===== config.mk =====
export PLATFORM = sky130hd
export DESIGN_NAME = fetch_stage_flat
export DESIGN_NICKNAME = d
export VERILOG_FILES = /design/src/rtl/fetch_stage_if.sv /design/src/rtl/fetch_stage.sv /design/src/flat_wrapper.sv
export SDC_FILE = /design/constraint.sdc
export NUM_CORES = 1
export LEC_CHECK = 0
export ABC_AREA = 1
export BUFFER_PORTS_ARGS = -buffer_cell sky130_fd_sc_hd__buf_2
export CAP_MARGIN = 20
export CORE_UTILIZATION = 35
export DETAILED_ROUTE_END_ITERATION = 10
export PLACE_DENSITY = 0.52
export SLEW_MARGIN = 25
export SYNTH_ARGS = -nofsm -noshare
export SYNTH_HDL_FRONTEND = slang
export SYNTH_SLANG_ARGS = --single-unit

===== constraint.sdc =====
create_clock -name CLK -period 2.89 [get_ports CLK]
set_clock_uncertainty 0.1 [all_clocks]
set_input_delay 0.4335 -clock CLK [delete_from_list [all_inputs] [get_ports CLK]]
set_output_delay 0.4335 -clock CLK [all_outputs]
set_load 0.005 [all_outputs]

===== src/rtl/fetch_stage_if.sv =====
// fetch_stage_if
//   Instruction-cache read port between the fetch stage and the icache.
//   master : fetch side  (drives imemREN/imemaddr, receives ihit/imemload)
//   slave  : cache side  (receives imemREN/imemaddr, drives ihit/imemload)
//     imemREN   read enable
//     imemaddr  read address (byte address of the instruction)
//     ihit      imemload holds the requested word this cycle
//     imemload  instruction word returned by the cache
interface fetch_stage_if;
    logic        imemREN;
    logic [31:0] imemaddr;
    logic        ihit;
    logic [31:0] imemload;

    modport master (
        output imemREN,
        output imemaddr,
        input  ihit,
        input  imemload
    );

    modport slave (
        input  imemREN,
        input  imemaddr,
        output ihit,
        output imemload
    );
endinterface


===== src/rtl/fetch_stage.sv =====
// fetch_stage
//   Instruction-fetch stage sitting directly after the program counter.
//   Issues a read for the current PC, waits for an icache hit, loads the
//   returned word into the IF/ID register and pulses pc_next so the PC
//   advances (or loads a redirect target on flush). A one-entry skid buffer
//   catches a hit that arrives while decode is stalled.
//
//   Ports
//     CLK          system clock, rising edge
//     RST          synchronous active-high reset
//     icache       icache read port (master side)
//     i_addr       current PC
//     stall        decode stall; IF/ID holds
//     flush        redirect this edge; squash IF/ID
//     halt         halt seen downstream; stop fetching
//     pc_next      PC update enable (advance or redirect)
//     ifid_instr   IF/ID instruction
//     ifid_npc     IF/ID PC + PC_STEP
//     ifid_valid   IF/ID holds a real instruction (0 = bubble)
//     fetch_count  instructions accepted into IF/ID since reset (wraps)
module fetch_stage #(
    parameter logic [31:0] RESET_PC = 32'h0000_0000,
    parameter int unsigned PC_STEP  = 4
) (
    input  logic                 CLK,
    input  logic                 RST,
    fetch_stage_if.master        icache,
    input  logic [31:0]          i_addr,
    input  logic                 stall,
    input  logic                 flush,
    input  logic                 halt,
    output logic                 pc_next,
    output logic [31:0]          ifid_instr,
    output logic [31:0]          ifid_npc,
    output logic                 ifid_valid,
    output logic [31:0]          fetch_count
);

    localparam logic [31:0] PC_INC = 32'(PC_STEP);

    typedef enum logic [1:0] {
        FETCH  = 2'd0,
        HOLD   = 2'd1,
        HALTED = 2'd2
    } state_t;

    state_t      state, next_state;

    logic        skid_valid;
    logic [31:0] skid_instr;
    logic [31:0] skid_npc;

    // Per-cycle datapath actions decided by the control block below.
    logic        load_mem;
    logic        load_skid;
    logic        capture_skid;
    logic        clear_valid;
    logic        clear_skid;

    logic [31:0] fetch_npc;

    assign fetch_npc       = i_addr + PC_INC;
    assign icache.imemaddr = i_addr;

    // Priority: RST > halt > flush > normal fetch/hold handling.
    always_comb begin
        next_state     = state;
        icache.imemREN = 1'b0;
        pc_next        = 1'b0;
        load_mem       = 1'b0;
        load_skid      = 1'b0;
        capture_skid   = 1'b0;
        clear_valid    = 1'b0;
        clear_skid     = 1'b0;

        if (!RST) begin
            case (state)
                HALTED: begin
                    next_state = HALTED;
                end

                FETCH, HOLD: begin
                    icache.imemREN = (state == FETCH);
                    if (halt) begin
                        next_state  = HALTED;
                        clear_valid = 1'b1;
                    end else if (flush) begin
                        // Redirect: PC loads its target, any hit is dropped.
                        pc_next     = 1'b1;
                        clear_valid = 1'b1;
                        clear_skid  = 1'b1;
                        next_state  = FETCH;
                    end else if (state == FETCH) begin
                        if (icache.ihit) begin
                            pc_next = 1'b1;
                            if (stall) begin
                                capture_skid = 1'b1;
                                next_state   = HOLD;
                            end else begin
                                load_mem = 1'b1;
                            end
                        end else if (!stall) begin
                            clear_valid = 1'b1;
                        end
                    end else begin
                        // HOLD: PC already advanced when the skid was filled.
                        if (!stall) begin
                            load_skid  = skid_valid;
                            clear_skid = 1'b1;
                            next_state = FETCH;
                        end
                    end
                end

                default: begin
                    next_state = FETCH;
                end
            endcase
        end
    end

    always_ff @(posedge CLK) begin
        if (RST) begin
            state <= FETCH;
        end else begin
            state <= next_state;
        end
    end

    always_ff @(posedge CLK) begin
        if (RST) begin
            skid_valid  <= 1'b0;
            skid_instr  <= '0;
            skid_npc    <= '0;
            ifid_instr  <= '0;
            ifid_npc    <= RESET_PC;
            ifid_valid  <= 1'b0;
            fetch_count <= '0;
        end else begin
            if (capture_skid) begin
                skid_valid <= 1'b1;
                skid_instr <= icache.imemload;
                skid_npc   <= fetch_npc;
            end else if (clear_skid) begin
                skid_valid <= 1'b0;
            end

            if (load_mem) begin
                ifid_instr  <= icache.imemload;
                ifid_npc    <= fetch_npc;
                ifid_valid  <= 1'b1;
                fetch_count <= fetch_count + 32'd1;
            end else if (load_skid) begin
                ifid_instr  <= skid_instr;
                ifid_npc    <= skid_npc;
                ifid_valid  <= 1'b1;
                fetch_count <= fetch_count + 32'd1;
            end else if (clear_valid) begin
                ifid_valid <= 1'b0;
            end
        end
    end

endmodule


===== src/flat_wrapper.sv =====
// flat-port wrapper written by rule: the top's interface ports become plain ports
module fetch_stage_flat 
#(
    parameter logic [31:0] RESET_PC = 32'h0000_0000,
    parameter int unsigned PC_STEP  = 4
)
  (CLK, RST, i_addr, stall, flush, halt, pc_next, ifid_instr, ifid_npc, ifid_valid, fetch_count, icache_imemREN, icache_imemaddr, icache_ihit, icache_imemload);
  fetch_stage_if icache_i ();
  input  logic CLK;
  input  logic RST;
  input  logic [31:0] i_addr;
  input  logic stall;
  input  logic flush;
  input  logic halt;
  output logic pc_next;
  output logic [31:0] ifid_instr;
  output logic [31:0] ifid_npc;
  output logic ifid_valid;
  output logic [31:0] fetch_count;
  output wire logic [$bits(icache_i.imemREN)-1:0] icache_imemREN;
  output wire logic [$bits(icache_i.imemaddr)-1:0] icache_imemaddr;
  input wire logic [$bits(icache_i.ihit)-1:0] icache_ihit;
  input wire logic [$bits(icache_i.imemload)-1:0] icache_imemload;
  assign icache_imemREN = icache_i.imemREN;
  assign icache_imemaddr = icache_i.imemaddr;
  assign icache_i.ihit = icache_ihit;
  assign icache_i.imemload = icache_imemload;
  fetch_stage #(.RESET_PC(RESET_PC), .PC_STEP(PC_STEP)) u_core (.CLK(CLK), .RST(RST), .icache(icache_i), .i_addr(i_addr), .stall(stall), .flush(flush), .halt(halt), .pc_next(pc_next), .ifid_instr(ifid_instr), .ifid_npc(ifid_npc), .ifid_valid(ifid_valid), .fetch_count(fetch_count));
endmodule

==> run metrics <==
status=complete, no violations; clk slew on worst S/H paths=70 ps; CP Capture Type=output pin; post-detail-place hpwl=16400 um; Worst Hold Slack=117 ps; post-CTS setup buffer count=0; Yosys warning total=0; top_reg_cell synth=dfxtp_1; number of DRC markers in iteration 0=468; max_cap viols=0; CTS tree=yes; FF+latch count, synth=164; sequential share of the synthesized area=40.9%; Max Clock Freq=472 MHz; vias per inst=4.93; Net Switching=1220 uW; Sw Share=25.1%; Die W=153 um; io pins=between 200 and 250; layout cells sized above 1=18.9%; final hold violations=0; Final min period=around 2100 ps; clk sinks=164; total power=4860 uW; Gate power share=6.2%; setup TNS=0 ps; clock latency on the worst-skew pair=430 ps; pwr dens=507 nW/um2; row count=55; CP max FO=5; Core Box Area=22600 um2; post-synthesis instance total=1200; startpoint types=register; Routed wire per std cell=approximately 14 um; VDD IR-drop max=0.000287 V; post-CTS sizing=0; vias in the first global route=7302; reg2reg setup slack=approximately 810 ps; endpoints failing setup=0; Syn Nets=between 1000 and 1500; CTS Hold Bufs=0; DR vias=8054; first-pass GRT wire length=38000 um; antenna cell count=0; Pre-antenna DRT Iters=9; Die Ht=153 um; Synth Area per Inst=6.69 um2; DRT antenna net count=0; crit path kind=reg2out; Flop pwr share=between 40% and 50%; HP Class=in2reg; relative slew slack=approximately three fifths; FFs w/ async S/R, synth=0%; GR Overflow Total=0; synth unique cells=29; Post-Syn Area=8030 um2; clock share of power=46.5%; NumNets Final=roughly 1400; H-tree depth=4; Max Transition Viols Final=0; die area=23600 um2; root buffer cell=clkbuf_16; GR Util All Layers=between 20 and 25%; initial antenna violation count=0; I/O Buffers=200; Post-synth EDFFs=0; CP Data Required Time=2360 ps; Num CTS Buffers=17; CP arrival=between 1500 and 2000 ps; Worst Tran Pin Value=between 500 and 600 ps; GPL Wtd Cong=0.891; LEAKAGE=0.00401 uW; RSZ-0062 raised after global routing=no; DRC errors left=0; Internal=3640 uW; Area Growth Syn to Fin=19.2%; largest net degree at the start of global routing=roughly 130; Starting Density=35.6%; clock buffer depth=2; Fillers=2463; routed wire length=23600 um; fin crit share=73.3%
## worst max-delay path, cell delays in order (launching register included)
cell	delay, ps
dfxtp_1	360
nor2_2	180
nand2_1	90
a211oi_1	350
buf_2	190
## placed cells by master, fill, tap and decap left out, types with 5 or more instances in the layout
| cell | n |
|---|---|
| inv_1 | 55 |
| a21oi_1 | 49 |
| xnor2_1 | 11 |
| a31oi_1 | 50 |
| buf_4 | 8 |
| clkbuf_16 | 17 |
| xor2_1 | 13 |
| nor2_1 | 109 |
| buf_2 | 200 |
| dfxtp_1 | 164 |
| nand3b_1 | 7 |
| nor2_2 | 5 |
| nand2_1 | 421 |
| nand4_1 | 5 |
| o21ai_0 | 145 |
| nand3_1 | 51 |
## flip-flops by register name (all words and copies together), names as in the netlist
name	flops
u_core.ifid_valid	1
u_core.fetch_count	32
u_core.skid_valid	1
u_core.state	2
u_core.ifid_instr	32
u_core.skid_instr	32
u_core.ifid_npc	32
u_core.skid_npc	32
## cell usage after synthesis, types with 13 or more instances
master	count	area share (%)
nand3_1	51	3.2
xor2_1	13	1.4
dfxtp_1	164	41
inv_1	55	2.6
nor2_1	109	5.1
buf_2	28	1.7
a21oi_1	49	3.1
clkbuf_1	26	1.2
buf_4	38	3.6
nand2_1	423	20
o21ai_0	145	9.0
a31oi_1	50	3.9
## kinds of logic after synthesis
kind of cell	Yosys count	share of synthesized area, %
AO/OA/AOI/OAI	253	16.8
XOR/XNOR	24	2.62
buffers and inverters	154	9.63
adder cells (fa/ha/maj)	2	0.312
AND/OR/NAND/NOR	603	29.8
flip-flops	164	40.9
## through the flow
step	worst slack (ps)	util, %	instances	area, um2
floorplan	1210	-	1200	8030
global placement	595	39.8	1601	8990
detailed placement	618	39.8	1601	8990
CTS	744	42.4	1633	9570
global route	600	42.4	1633	9570
finish	772	42.4	1633	9570
## path summary, 6_finish.rpt
kind | to | startpoint | depth (start not counted)
hold / removal | u_core.skid_instr[7] | icache_imemload[7] | 3
setup / recovery | pc_next | u_core.state[1] | 4
setup reg to reg | u_core.fetch_count[19] | u_core.state[1] | 8
hold reg to reg | u_core.skid_npc[16] | u_core.skid_npc[16] | 2
## cell type report
type / count / area, um2 / share of cell area, %
multi-input cells: 882 / 3990 / 41.7
clock inverters: 13 / 139 / 1.45
repair buffers: 212 / 1140 / 11.9
flip-flops and latches: 164 / 3280 / 34.3
well taps: 285 / 357 / 3.73
clock buffers: 19 / 443 / 4.63
inverters: 58 / 221 / 2.31
## metal layers
metal	up-vias	global-route usage (%)	wire length, um
met1	3650	27.6	11500
met5	-	0	0
li1	4148	-	-
met2	231	32.4	10500
met3	25	3.43	1160
met4	0	6.33	442
## power by group through the flow
stage                     Sequential, uW  Combinational [uW]  Clock (uW)
after floorplan                     2350                 170           0
after global placement              2350                 301           0
after detailed placement            2350                 300           0
after CTS                           2300                 302        2320
after global routing                2300                 336        2400
final                               2300                 299        2260
(Power assumes the default switching activity.)
